===== src/rtl/multicycle_decoder.sv =====
// Multicycle control FSM for the MIPS-subset core: latches one instruction per handshake and
// walks it through DECODE/EXEC/MEM/MULT/WB, driving the datapath controls for each phase.
module multicycle_decoder #(
  parameter int MULT_CYCLES = 4,
  parameter int REG_ADDR_W  = 5
) (
  input  logic                  i_clk,
  input  logic                  i_reset,
  input  logic                  i_instr_valid,
  output logic                  o_instr_ready,
  input  logic [31:0]           i_instr,
  input  logic                  i_zero,
  input  logic                  i_mem_ready,
  output logic                  o_memtoreg,
  output logic                  o_memread,
  output logic                  o_memwrite,
  output logic                  o_dobranch,
  output logic                  o_dojump,
  output logic                  o_alusrcbimm,
  output logic [2:0]            o_alucontrol,
  output logic [REG_ADDR_W-1:0] o_destreg,
  output logic                  o_regwrite,
  output logic                  o_hilo_write,
  output logic [1:0]            o_hilo_sel,
  output logic                  o_illegal
);

  localparam int CNT_W = (MULT_CYCLES > 1) ? $clog2(MULT_CYCLES) : 1;

  typedef enum logic [2:0] {
    S_IDLE, S_DECODE, S_EXEC, S_MEM, S_MULT, S_WB
  } state_t;

  typedef enum logic [3:0] {
    K_ILL, K_ALU_R, K_ADDIU, K_LUI, K_ORI, K_LW, K_SW,
    K_BEQ, K_BLTZ, K_J, K_MULTU, K_MFHI, K_MFLO
  } kind_t;

  state_t           r_state;
  state_t           w_next;
  logic [31:0]      r_instr;
  logic [CNT_W-1:0] r_mult_cnt;

  kind_t            w_kind;
  logic [2:0]       w_exec_alu;
  logic [5:0]       w_op;
  logic [5:0]       w_funct;
  logic [4:0]       w_rt;
  logic [4:0]       w_rd;
  logic             w_mult_last;
  logic             w_unused;

  assign w_op        = r_instr[31:26];
  assign w_funct     = r_instr[5:0];
  assign w_rt        = r_instr[20:16];
  assign w_rd        = r_instr[15:11];
  assign w_mult_last = (r_mult_cnt == CNT_W'(MULT_CYCLES - 1));
  assign w_unused    = ^r_instr;

  // Classification works only on the latched word, so instr may change after the handshake.
  always_comb begin
    w_kind     = K_ILL;
    w_exec_alu = 3'b000;
    case (w_op)
      6'h00: begin
        case (w_funct)
          6'h21: begin w_kind = K_ALU_R; w_exec_alu = 3'b101; end
          6'h23: begin w_kind = K_ALU_R; w_exec_alu = 3'b001; end
          6'h24: begin w_kind = K_ALU_R; w_exec_alu = 3'b111; end
          6'h25: begin w_kind = K_ALU_R; w_exec_alu = 3'b110; end
          6'h2B: begin w_kind = K_ALU_R; w_exec_alu = 3'b000; end
          6'h19: begin w_kind = K_MULTU; w_exec_alu = 3'b100; end
          6'h10: w_kind = K_MFHI;
          6'h12: w_kind = K_MFLO;
          default: ;
        endcase
      end
      6'h01: if (w_rt == 5'd0) begin w_kind = K_BLTZ; w_exec_alu = 3'b010; end
      6'h02: w_kind = K_J;
      6'h04: begin w_kind = K_BEQ;   w_exec_alu = 3'b001; end
      6'h09: begin w_kind = K_ADDIU; w_exec_alu = 3'b101; end
      6'h0D: begin w_kind = K_ORI;   w_exec_alu = 3'b110; end
      6'h0F: begin w_kind = K_LUI;   w_exec_alu = 3'b011; end
      6'h23: begin w_kind = K_LW;    w_exec_alu = 3'b101; end
      6'h2B: begin w_kind = K_SW;    w_exec_alu = 3'b101; end
      default: ;
    endcase
  end

  always_ff @(posedge i_clk or posedge i_reset) begin
    if (i_reset) begin
      r_state <= S_IDLE;
    end else begin
      r_state <= w_next;
    end
  end

  // The counter wraps to zero on the last MULT cycle so every multu starts from a clean count.
  always_ff @(posedge i_clk or posedge i_reset) begin
    if (i_reset) begin
      r_instr    <= '0;
      r_mult_cnt <= '0;
    end else begin
      if (r_state == S_IDLE && i_instr_valid) begin
        r_instr <= i_instr;
      end
      if (r_state == S_MULT) begin
        r_mult_cnt <= w_mult_last ? '0 : r_mult_cnt + CNT_W'(1);
      end
    end
  end

  always_comb begin
    w_next = r_state;
    case (r_state)
      S_IDLE:   if (i_instr_valid) w_next = S_DECODE;
      S_DECODE: w_next = (w_kind == K_ILL) ? S_IDLE : S_EXEC;
      S_EXEC: begin
        case (w_kind)
          K_BEQ, K_BLTZ, K_J: w_next = S_IDLE;
          K_LW, K_SW:         w_next = S_MEM;
          K_MULTU:            w_next = S_MULT;
          default:            w_next = S_WB;
        endcase
      end
      S_MEM:    if (i_mem_ready) w_next = (w_kind == K_LW) ? S_WB : S_IDLE;
      S_MULT:   if (w_mult_last) w_next = S_IDLE;
      S_WB:     w_next = S_IDLE;
      default:  w_next = S_IDLE;
    endcase
  end

  always_comb begin
    o_instr_ready = 1'b0;
    o_memtoreg    = 1'b0;
    o_memread     = 1'b0;
    o_memwrite    = 1'b0;
    o_dobranch    = 1'b0;
    o_dojump      = 1'b0;
    o_alusrcbimm  = 1'b0;
    o_alucontrol  = 3'b000;
    o_destreg     = '0;
    o_regwrite    = 1'b0;
    o_hilo_write  = 1'b0;
    o_hilo_sel    = 2'b00;
    o_illegal     = 1'b0;
    case (r_state)
      S_IDLE:   o_instr_ready = 1'b1;
      S_DECODE: o_illegal = (w_kind == K_ILL);
      S_EXEC: begin
        o_alucontrol = w_exec_alu;
        o_alusrcbimm = (w_kind == K_LW) || (w_kind == K_SW) || (w_kind == K_ADDIU) ||
                       (w_kind == K_LUI) || (w_kind == K_ORI);
        o_dobranch   = ((w_kind == K_BEQ) || (w_kind == K_BLTZ)) && i_zero;
        o_dojump     = (w_kind == K_J);
      end
      S_MEM: begin
        o_memread  = (w_kind == K_LW);
        o_memwrite = (w_kind == K_SW);
      end
      S_MULT: begin
        o_alucontrol = 3'b100;
        o_hilo_write = w_mult_last;
      end
      S_WB: begin
        o_regwrite = 1'b1;
        o_memtoreg = (w_kind == K_LW);
        o_destreg  = ((w_kind == K_ALU_R) || (w_kind == K_MFHI) || (w_kind == K_MFLO)) ?
                     w_rd[REG_ADDR_W-1:0] : w_rt[REG_ADDR_W-1:0];
        o_hilo_sel = (w_kind == K_MFHI) ? 2'b01 : (w_kind == K_MFLO) ? 2'b10 : 2'b00;
      end
      default: ;
    endcase
  end

endmodule

===== config.mk =====
export PLATFORM = sky130hd
export DESIGN_NAME = multicycle_decoder
export DESIGN_NICKNAME = d
export VERILOG_FILES = /design/src/rtl/multicycle_decoder.sv
export SDC_FILE = /design/constraint.sdc
export NUM_CORES = 1
export LEC_CHECK = 0
export BUFFER_PORTS_ARGS = -buffer_cell sky130_fd_sc_hd__buf_4
export CAP_MARGIN = 20
export CORE_MARGIN = 2
export CORE_UTILIZATION = 50
export DETAILED_ROUTE_END_ITERATION = 12
export PLACE_DENSITY = 0.78
export SLEW_MARGIN = 15
export SYNTH_ARGS = -nofsm -noshare
export SYNTH_HDL_FRONTEND = slang
export SYNTH_SLANG_ARGS = --single-unit

===== constraint.sdc =====
create_clock -name i_clk -period 2.1 [get_ports i_clk]
set_clock_uncertainty 0.05 [all_clocks]
set_input_delay 0.105 -clock i_clk [delete_from_list [all_inputs] [get_ports i_clk]]
set_output_delay 0.105 -clock i_clk [all_outputs]
set_load 0.05 [all_outputs]

Word-level counts from Yosys, hierarchy flattened --
Cells that the tools add are included.
Word-level totals: bits in registers 37, input bits 37, logic and storage cells 89
Cells by class: $add $sub $neg 1, eq/ne operators 37, mux-type cells 30, reduce and logical (&&, ||, !) cells 18
Operators with widths (count):
- 6-bit == test, second input constant | 7
- 4-bit one-hot mux with 9 select lines | 1
- 3-bit one-hot mux with 5 select lines | 2
- 4-bit == test, second input constant | 5
- 6-bit by 4-bit == test with 1-bit output, second input constant | 3
- 6-bit by 5-bit == test with 1-bit output, second input constant | 3
- 3-bit one-hot mux with 6 select lines | 1
- 4-bit by 3-bit == test with 1-bit output, second input constant | 4
- 4-bit one-hot mux with 4 select lines | 1
- 2-bit 2-to-1 mux | 6
- 3-bit 2-to-1 mux | 4
- 1-bit 2-to-1 mux | 10
- 5-bit 2-to-1 mux | 2
- 3-bit one-hot mux with 3 select lines | 1
- 4-bit by 2-bit == test with 1-bit output, second input constant | 2
- 1-bit logical OR | 7
- 3-bit by 2-bit == test with 1-bit output, second input constant | 2
- 3-bit == test, second input constant | 2
- 6-bit by 1-bit == test with 1-bit output, second input constant | 1
- 6-bit by 2-bit == test with 1-bit output, second input constant | 1
- 6-bit by 3-bit == test with 1-bit output, second input constant | 1
- 6-bit zero test | 1
- 2-bit inequality test, second input constant | 3
- 3-bit one-hot mux with 2 select lines | 1
- other kinds (13) | 15

Longest topological paths before layout --
Gate-level depths: netlist (run 1).
word-level depth 10, gate-level depth with buffers 7

Worst setup path after synthesis (run 1) --
OpenSTA, ideal clock, no wires.
kind register to output, from register r_instr[26], to output port o_illegal, arrival time 2.700 ns, data required time 1.945 ns, slack -0.755 ns, stages on the path, launching flop included 7, buffers on the path 1, path through dfrtp_1 -> clkbuf_1 -> or3b_1 -> o221ai_1 -> nand2_1 -> and4_1 -> nor4bb_1
Between the ends: word-level cells in the longest chain between the ends 4, elaborated cells between the ends (all ways) 12, classes of those cells 8 x eq/ne; 2 x mux; 2 x reduce/logical
Ends and longest elaborated chain:
- start: declaration | RTL line 41 | logic [31:0] r_instr;
- start signal: assignment | RTL line 105 | r_instr <= i_instr;
- 6-bit == test (tied with other cells) | RTL line 64 | case (w_op)
- 4-bit one-hot mux with 9 select lines * | RTL line 64
- 4-bit zero test * | RTL line 149 | S_DECODE: o_illegal = (w_kind == K_ILL);
- 1-bit 2-to-1 mux * | RTL line 147 | case (r_state)
- end: declaration | RTL line 25 | output logic o_illegal
Mark *: on every way between the ends. The rest lies on a longest branch, timed or not.

Final worst setup path (run 1) --
from register r_instr[26], to output port o_memwrite
Between the ends: word-level cells in the longest chain between the ends 4, elaborated cells between the ends (all ways) 12, classes of those cells 9 x eq/ne; 2 x mux; 1 x reduce/logical
Ends and longest elaborated chain:
- 6-bit == test (tied with other cells) | RTL line 64
- 4-bit one-hot mux with 9 select lines * | RTL line 64
- 4-bit by 3-bit == test with 1-bit output * | RTL line 159 | o_memwrite = (w_kind == K_SW);
- 1-bit 2-to-1 mux * | RTL line 147
- end: declaration | RTL line 16 | output logic o_memwrite,
Marked as above.

==> results of run 1 <==
critical path, cell delays in order (launching register included):
cell       delay, ns
dfrtp_2         0.47
buf_4           0.16
nor4_4          0.17
and3_4          0.25
nand2_2         0.08
a21o_1          0.19
a2111oi_4       0.31
buf_6           0.20
logic make-up (layout without fill, tap and decap cells):
family	count (synthesis)	after routing
and+or+nand+nor	85	85
AOI/OAI and AO/OA	33	33
DFF	27	27
muxes	26	26
buffers and inverters	16	113
xor gates and xnor gates	2	2
adders and majority gates	1	1
final cells by class:
type	instances	area (um^2)	area share, %
clock buffer	4	26.28	0.9111
inverter	5	18.77	0.6508
multi-input combinational	147	1197	41.52
sequential	27	685.7	23.77
tap	46	57.56	1.996
timing repair buffer	104	898.4	31.15
power by group:
group / switching (mW) / leakage (nW) / total (mW) / internal, mW
clock: 0.151 / 0.0150 / 0.226 / 0.0743
sequential: 0.331 / 0.315 / 1.13 / 0.795
combinational: 1.17 / 0.937 / 2.33 / 1.16
total: 1.66 / 1.27 / 3.68 / 2.03
flip-flops by register name, indices dropped and copies added (netlist names):
register and count:
r_state 3, r_mult_cnt 2, r_instr 22
metal layers:
metal  share of wire, %  up-vias  GRT usage [%]
li1                   -      881              -
met1                 40      910          35.80
met2                 50      122          46.88
met3                7.2       23          4.049
met4                2.8        0          11.41
met5                  0        -              0
Yosys cell counts, drive strengths merged:
cell type and n:
nor2b 4, a32o 1, a21o 4, nand3b 3, nor4bb 1, dfrtp 27, nand4b 1, or2 2
buf 6, nor2 18, and4 2, and3 7, xor2 2, nand2b 6, a31oi 1, o211ai 2
o21ai 9, a32oi 1, nor3 9, and2b 1, and2 2, a2111oi 1, o211a 1, inv 5
nand4 3, nand3 3, a211oi 3, clkbuf 5, nor4 4, mux2i 5, ha 1, a22oi 1
a21oi 6, o221ai 2, or3b 2, nor3b 2, nand2 15, mux2 21, a21bo 1
per-stage QoR:
stage               hold WS, ns  std cells  setup slack, ns  cell area [um^2]  total power, mW
floorplan                0.1077        190          -0.2871              1846            2.371
detailed placement       0.1421        287          0.07271              2320            2.884
finish                  0.07822        333          -0.2165              2884            3.681
global placement         0.1429        287           0.1032              2320            2.835
global route            0.06660        333          -0.3509              2884            3.900
CTS                     0.06058        328          -0.1988              2781            3.409
path summary, 6_finish.rpt:
path | start | end | slack [ns]
max reg2reg | r_instr[28] | r_state[1] | 0.01
max in group asynchronous | i_reset | r_instr[27] | 1.37
min | i_instr_valid | r_state[0] | 0.08
max | r_instr[26] | o_memwrite | -0.22
min in group asynchronous | i_reset | r_instr[15] | 0.34
min reg2reg | r_instr[11] | r_instr[11] | 0.48
timing repair:
| item | in CTS | in global routing |
|---|---|---|
| resized for setup | 28 | 18 |
| buffers inserted | 13 | 6 |
| endpoints found under the hold margin | 51 | 0 |
| hold buffers | 24 | 0 |
| endpoints found under the setup margin | 12 | 18 |
| pin swaps | 11 | 9 |
==> impl_metrics.json, run 1 <==
{
  "status": "finished, violations left",
  "violations": "setup timing",
  "setup_tns_ns": -1.061,
  "clk_pin_slew_ns": 0.14,
  "synth_area_leaders": "dfrtp_1 (38%), mux2_2 (13%), nor2_1 (3.8%)",
  "syn_avg_cell_area_um2": 9.417,
  "grt_start_max_net_pins": 28,
  "ys_types": 50,
  "path_class": "register to primary output",
  "muxShareOfSynthArea_pct": 16.01,
  "layout-drive-gt1-share_pct": 51.57,
  "syn-num-nets": 228,
  "seq_area_frac_synth_pct": 37.76,
  "yosysTopAreaCell": "dfrtp_1",
  "rsz0062_at_grt": "yes",
  "fin_crit_sh_pct": 110.3,
  "synth_warnings": 0,
  "synth_compound_gate_area_share_pct": 13.01,
  "relSlewSlack_pct": 75.87,
  "nFillCells": 175,
  "grtUsageTotal_pct": 27.86,
  "clock_path_buffers": 2,
  "nNetsFinal": 326,
  "wl_per_cell_um": 17.44,
  "synth_xor_xnor_area_share_pct": 0.9790,
  "vias_per_cell": 5.814,
  "cts_tree": "built",
  "synth_top_family_by_area": "simple AND/OR/NAND/NOR gates",
  "p_leak_nw": 1.268,
  "final_cell_mix": "buf_4 (63), dlygate4sd3_1 (24), mux2_2 (20)",
  "grt_pass1_vias": 1881,
  "fin_ws_ns": -0.2165,
  "htreeDepth": 1,
  "crit_required_ns": 1.95,
  "clock_sinks": 27,
  "place.gp.congestion": 0.9138,
  "synth_top_area_share_pct": 37.76,
  "fp.dieW_um": 63.82,
  "p_per_area_nw_per_um2": 1276,
  "fp.dieH_um": 63.82,
  "clock-root-buffer": "clkbuf_4",
  "synthAdderAreaFrac_pct": 0.6993,
  "core_um2": 3390,
  "syn_area_um2": 1789,
  "final_common_cell": "buf_4",
  "hold_viol": 0,
  "ir_worst_vdd_mv": 0.6518,
  "cts_made_buffers": 3,
  "io_buffers": 46,
  "finalSetupViolCount": 13,
  "tightest_slew_ns": 0.3587,
  "syn2layout_area_growth_pct": 61.19,
  "cp.arrival_ns": 2.16,
  "reg2regPathDepth": 7,
  "cp-start-kind": "register",
  "grt.overflow.total": 0,
  "final_antenna_net_count": 0,
  "min_path_cells": 4,
  "post-dp-hpwl_um": 3487,
  "synth_cells": 190,
  "cp-end-kind": "primary output",
  "hp-class": "input pin to register",
  "vias": 1936,
  "ys_ff_latch": 27,
  "initial_utilization_pct": 52.79,
  "period_minus_slack_ns": 2.316,
  "antenna_found_initial": 0,
  "first_pass_iters": 7,
  "insertedDiodeCount": 0,
  "drv_cap": 0,
  "drcViolationCount": 0,
  "fmax_ghz": 0.4317,
  "crit_fanout": 5,
  "first_iter_violations": 170,
  "grt_pass1_wl_um": 8797,
  "pin_count": 57,
  "synth-simple-area-share_pct": 27.76,
  "fp.dieArea_um2": 4073,
  "clkLatencyLatePin_ns": 0.32,
  "row_count": 21,
  "post-route-util_pct": 85.09,
  "wl_um": 5806,
  "slew_violations": 0
}
Power figures use the tool's default switching activity.
==> inputs of run 2 (changes only) <==
--- a/config.mk
+++ b/config.mk
@@ -10,7 +10,7 @@
 export CORE_MARGIN = 2
 export CORE_UTILIZATION = 50
 export DETAILED_ROUTE_END_ITERATION = 12
-export PLACE_DENSITY = 0.78
+export PLACE_DENSITY = 0.89
 export SLEW_MARGIN = 15
 export SYNTH_ARGS = -nofsm -noshare
 export SYNTH_HDL_FRONTEND = slang
==> impl_metrics.json, run 2 (synthesized netlist as in run 1, its figures left out) <==
{
  "hold_viol": 0,
  "setup_tns_ns": -1.920,
  "antenna_found_initial": 0,
  "row_count": 21,
  "cp-end-kind": "primary output",
  "fmax_ghz": 0.4184,
  "crit_fanout": 3,
  "insertedDiodeCount": 0,
  "fp.dieH_um": 63.82,
  "clock_sinks": 27,
  "hp-class": "input pin to register",
  "cts_tree": "built",
  "cp-startpoint": "r_instr[26]",
  "grtUsageTotal_pct": 26.58,
  "htreeDepth": 1,
  "largest-register": "r_instr",
  "fp.dieArea_um2": 4073,
  "cp.arrival_ns": 2.23,
  "post-dp-hpwl_um": 3313,
  "place.gp.congestion": 0.8953,
  "grt_pass1_vias": 1787,
  "largest_register_ffs": 22,
  "crit_required_ns": 1.95,
  "first_pass_iters": 4,
  "drv_cap": 0,
  "grt_start_max_net_pins": 28,
  "core_um2": 3390,
  "vias": 1873,
  "pin_count": 57,
  "crit_end": "o_memwrite",
  "reg2reg_slack_ns": 0.06,
  "cts_made_buffers": 3,
  "cp-start-kind": "register",
  "reg2regPathDepth": 7,
  "final_common_cell": "buf_4",
  "nNetsFinal": 320,
  "status": "finished, violations left",
  "grt_pass1_wl_um": 8431,
  "whs_ns": 0.02398,
  "initial_utilization_pct": 52.79,
  "slew_violations": 0,
  "first_iter_violations": 155,
  "rsz0062_at_grt": "yes",
  "clock-root-buffer": "clkbuf_4",
  "final_antenna_net_count": 0,
  "relSlewSlack_pct": 71.94,
  "drcViolationCount": 0,
  "period_minus_slack_ns": 2.390,
  "wl_um": 5605,
  "vias_per_cell": 5.728,
  "syn2layout_area_growth_pct": 58.39,
  "path_class": "register to primary output",
  "reg2reg_from": "r_instr[28]",
  "top_regs": "r_instr x22, r_state x3, r_mult_cnt x2",
  "io_buffers": 46,
  "p_leak_nw": 1.247,
  "fp.dieW_um": 63.82,
  "tightest_slew_ns": 0.4171,
  "finalSetupViolCount": 14,
  "fin_crit_sh_pct": 113.8,
  "ir_worst_vdd_mv": 0.7593,
  "grt.overflow.total": 0,
  "regToRegEndpoint": "r_state[1]",
  "clock_path_buffers": 2,
  "clkLatencyLatePin_ns": 0.35,
  "clk_pin_slew_ns": 0.17,
  "fin_ws_ns": -0.2899,
  "final_cell_mix": "buf_4 (62), dlygate4sd3_1 (24), mux2_2 (21), dfrtp_1 (21), nand2_1 (13)",
  "violations": "setup timing",
  "p_per_area_nw_per_um2": 1289,
  "wl_per_cell_um": 17.14,
  "layout-drive-gt1-share_pct": 50.89
}
## run 2: changes by cell type in the layout (fill, tap and decap cells not counted), sizes merged
| cell | previous run | this run |
|---|---|---|
| buf | 79 | 73 |
| clkbuf | 5 | 4 |
| clkinvlp | 0 | 1 |
## run 2: repair_timing
item | 4_1_cts | 5_1_grt
resized for setup | 11 | 28
setup endpoints to repair | 12 | 17
hold buffers | 24 | 0
buffers inserted | 5 | 6
hold endpoints to repair | 51 | 0
pin swaps | 5 | 5
cloned | 0 | 0
## run 2: worst min-delay path by stage
| stage | start | to | slack (ns) | depth (start not counted) |
|---|---|---|---|---|
| global placement | i_reset | r_instr[2] | 0.14 | 3 |
| detailed placement | i_reset | r_instr[2] | 0.15 | 3 |
| CTS | i_instr_valid | r_state[0] | 0.03 | 4 |
| finish | i_instr_valid | r_state[0] | 0.02 | 4 |
| global route | i_instr_valid | r_state[0] | 0.04 | 4 |
| floorplan | i_reset | r_instr[0] | 0.11 | 1 |
## run 2: per-layer routing
layer | vias up | global-route usage, % | part of all wire, %
met5 | - | 0 | 0
met4 | 0 | 10.60 | 2.2
met3 | 17 | 3.169 | 5.9
met2 | 92 | 46.48 | 53
met1 | 893 | 33.14 | 39
li1 | 871 | - | -
## run 2: cell type report
cell class / instances / area, um^2
Clock buffer: 3 / 22.52
Tap cell: 46 / 57.56
Fill cell: 171 / 555.5
Clock inverter: 1 / 7.507
Multi-Input combinational cell: 147 / 1201
Sequential cell: 27 / 683.2
Inverter: 5 / 18.77
Timing Repair Buffer: 98 / 843.3
## run 2: report_power, final
part / internal, mW / switching [mW] / leakage, nW
clock: 0.0734 / 0.177 / 0.0139
combinational: 1.10 / 1.17 / 0.916
sequential: 0.790 / 0.349 / 0.317
## run 2: per-stage QoR
step                cell area [um^2]  cells  utilization, %  worst slack (ns)  power [mW]
finish                          2834    327           83.61           -0.2899       3.653
global placement                2340    288           69.03            0.1089       2.837
CTS                             2684    321           79.18           -0.2357       3.276
detailed placement              2340    288           69.03           0.06171       2.906
global route                    2834    327           83.61           -0.3797       3.862
floorplan                       1846    190               -           -0.2871       2.371
## run 2: critical path: stages, from the launching register on
cell       delay, ns
dfrtp_1         0.46
nor4_4          0.38
and3_4          0.27
nand2_4         0.05
a21o_1          0.21
a2111oi_4       0.31
buf_6           0.21
==> inputs of run 3 (changes only) <==
--- a/config.mk
+++ b/config.mk
@@ -8,9 +8,9 @@
 export BUFFER_PORTS_ARGS = -buffer_cell sky130_fd_sc_hd__buf_4
 export CAP_MARGIN = 20
 export CORE_MARGIN = 2
-export CORE_UTILIZATION = 50
+export CORE_UTILIZATION = 51
 export DETAILED_ROUTE_END_ITERATION = 12
-export PLACE_DENSITY = 0.89
+export PLACE_DENSITY = 0.9
 export SLEW_MARGIN = 15
 export SYNTH_ARGS = -nofsm -noshare
 export SYNTH_HDL_FRONTEND = slang
==> impl_metrics.json, run 3 (synthesized netlist as in run 1, its figures left out) <==
{
  "row_count": 21,
  "slew_violations": 0,
  "crit_required_ns": 1.95,
  "drv_cap": 0,
  "violations": "setup timing",
  "largest-register": "r_instr",
  "clk_pin_slew_ns": 0.18,
  "ir_worst_vdd_mv": 0.9518,
  "crit_path_max_incr_delay_ns": 0.47,
  "grt_start_max_net_pins": 28,
  "wl_um": 8528,
  "drcViolationCount": 0,
  "pin_count": 57,
  "clock_sinks": 27,
  "hold_viol": 0,
  "final_cell_mix": "buf_4 (56), dlygate4sd3_1 (24), dfrtp_1 (21)",
  "fmax_ghz": 0.4020,
  "finalNonFillerCells": 332,
  "first_pass_iters": 5,
  "finalSetupViolCount": 17,
  "crit_slowest_cell": "dfrtp_1",
  "critical_path_buf_inv_count": 1,
  "layout-drive-gt1-share_pct": 54.20,
  "core_um2": 3363,
  "p_per_area_nw_per_um2": 1357,
  "top_regs": "r_instr x22, r_state x3, r_mult_cnt x2",
  "fin_crit_sh_pct": 118.5,
  "place.gp.congestion": 0.8948,
  "post-route-util_pct": 88.76,
  "cp-end-kind": "primary output",
  "crit_fanout": 3,
  "status": "finished, violations left",
  "initial_utilization_pct": 53.20,
  "hp-class": "input pin to register",
  "setup_tns_ns": -3.895,
  "grtUsageTotal_pct": 36.26,
  "htreeDepth": 1,
  "cp.arrival_ns": 2.33,
  "antenna_found_initial": 0,
  "clock-root-buffer": "clkbuf_4",
  "grt_pass1_wl_um": 11070,
  "first_iter_violations": 376,
  "fp.dieW_um": 63.23,
  "cpLargestDelayFamily": "simple AND/OR/NAND/NOR gates",
  "final_common_cell": "buf_4",
  "fp.dieH_um": 63.23,
  "nFillCells": 139,
  "period_minus_slack_ns": 2.488,
  "vias": 2225,
  "nNetsFinal": 325,
  "insertedDiodeCount": 0,
  "largest_register_ffs": 22,
  "clkLatencyLatePin_ns": 0.37,
  "cts_tree": "built",
  "path_class": "register to primary output",
  "cts_made_buffers": 3,
  "syn2layout_area_growth_pct": 66.85,
  "post-dp-hpwl_um": 3412,
  "final_antenna_net_count": 0,
  "clock_path_buffers": 2,
  "grt_pass1_vias": 2175,
  "path_cells": "nor4_4 > and3_4 > nand2_4 > a21o_1 > a2111oi_4 > buf_6",
  "relSlewSlack_pct": 70.75,
  "tightest_slew_ns": 0.4347,
  "fin_ws_ns": -0.3878,
  "io_buffers": 46,
  "rsz0062_at_grt": "yes",
  "grt.overflow.total": 0,
  "fp.dieArea_um2": 3998,
  "cp-start-kind": "register",
  "wl_per_cell_um": 25.69,
  "p_leak_nw": 1.279,
  "vias_per_cell": 6.702,
  "dp_cells": 288
}
[run 3: per-stage QoR]
stage               hold WS [ns]  power [mW]  cell area (um^2)  setup WS [ns]
floorplan                 0.1077       2.371              1846        -0.2871
global placement          0.1378       2.840              2340         0.1143
detailed placement        0.1490       2.933              2340        0.08158
CTS                      0.02302       3.485              2811        -0.1978
global route             0.06429       4.153              2985        -0.4801
finish                   0.04823       4.051              2985        -0.3878
[run 3: worst paths after layout]
kind / from / to / slack (ns) / cells after the start
setup / recovery: r_instr[31] / o_memwrite / -0.39 / 6
hold reg to reg: r_mult_cnt[1] / r_mult_cnt[1] / 0.50 / 1
max in group asynchronous: i_reset / r_instr[28] / 1.36 / 4
min in group asynchronous: i_reset / r_instr[15] / 0.35 / 4
hold / removal: i_instr_valid / r_state[0] / 0.05 / 4
setup reg to reg: r_instr[31] / r_state[2] / -0.11 / 6
[run 3: cell type report]
cell class / instances / area (um^2) / share of cell area [%]
Multi-Input combinational cell: 147 / 1257 / 42.12
Timing Repair Buffer: 103 / 938.4 / 31.43
Sequential cell: 27 / 683.2 / 22.88
Tap cell: 46 / 57.56 / 1.928
Clock buffer: 3 / 22.52 / 0.7544
Inverter: 5 / 18.77 / 0.6287
Clock inverter: 1 / 7.507 / 0.2515
[run 3: layer usage]
metal,track usage [%],wire length (um)
met4,20.92,750
met5,0,0
met1,46.08,2966
met3,5.714,934
met2,58.64,3876
[run 3: power breakdown]
part	switching [mW]	internal, mW
Combinational	1.39	1.14
Sequential	0.461	0.789
Clock	0.197	0.0734
Total	2.05	2.00
[run 3: worst register-to-register path, cell delays in order, from the launching register on]
cell and delay, ns:
dfrtp_1 0.47, nor4_4 0.42, and3_4 0.29, buf_4 0.13, nand4_1 0.25, a32oi_2 0.38, o221ai_2 0.13
[run 3: timing repair]
action / in CTS / in global routing
endpoints found under the hold margin: 51 / 0
endpoints found under the setup margin: 13 / 19
pin swaps: 7 / 10
setup buffers: 10 / 8
resized for setup: 35 / 30
hold buffers: 24 / 0
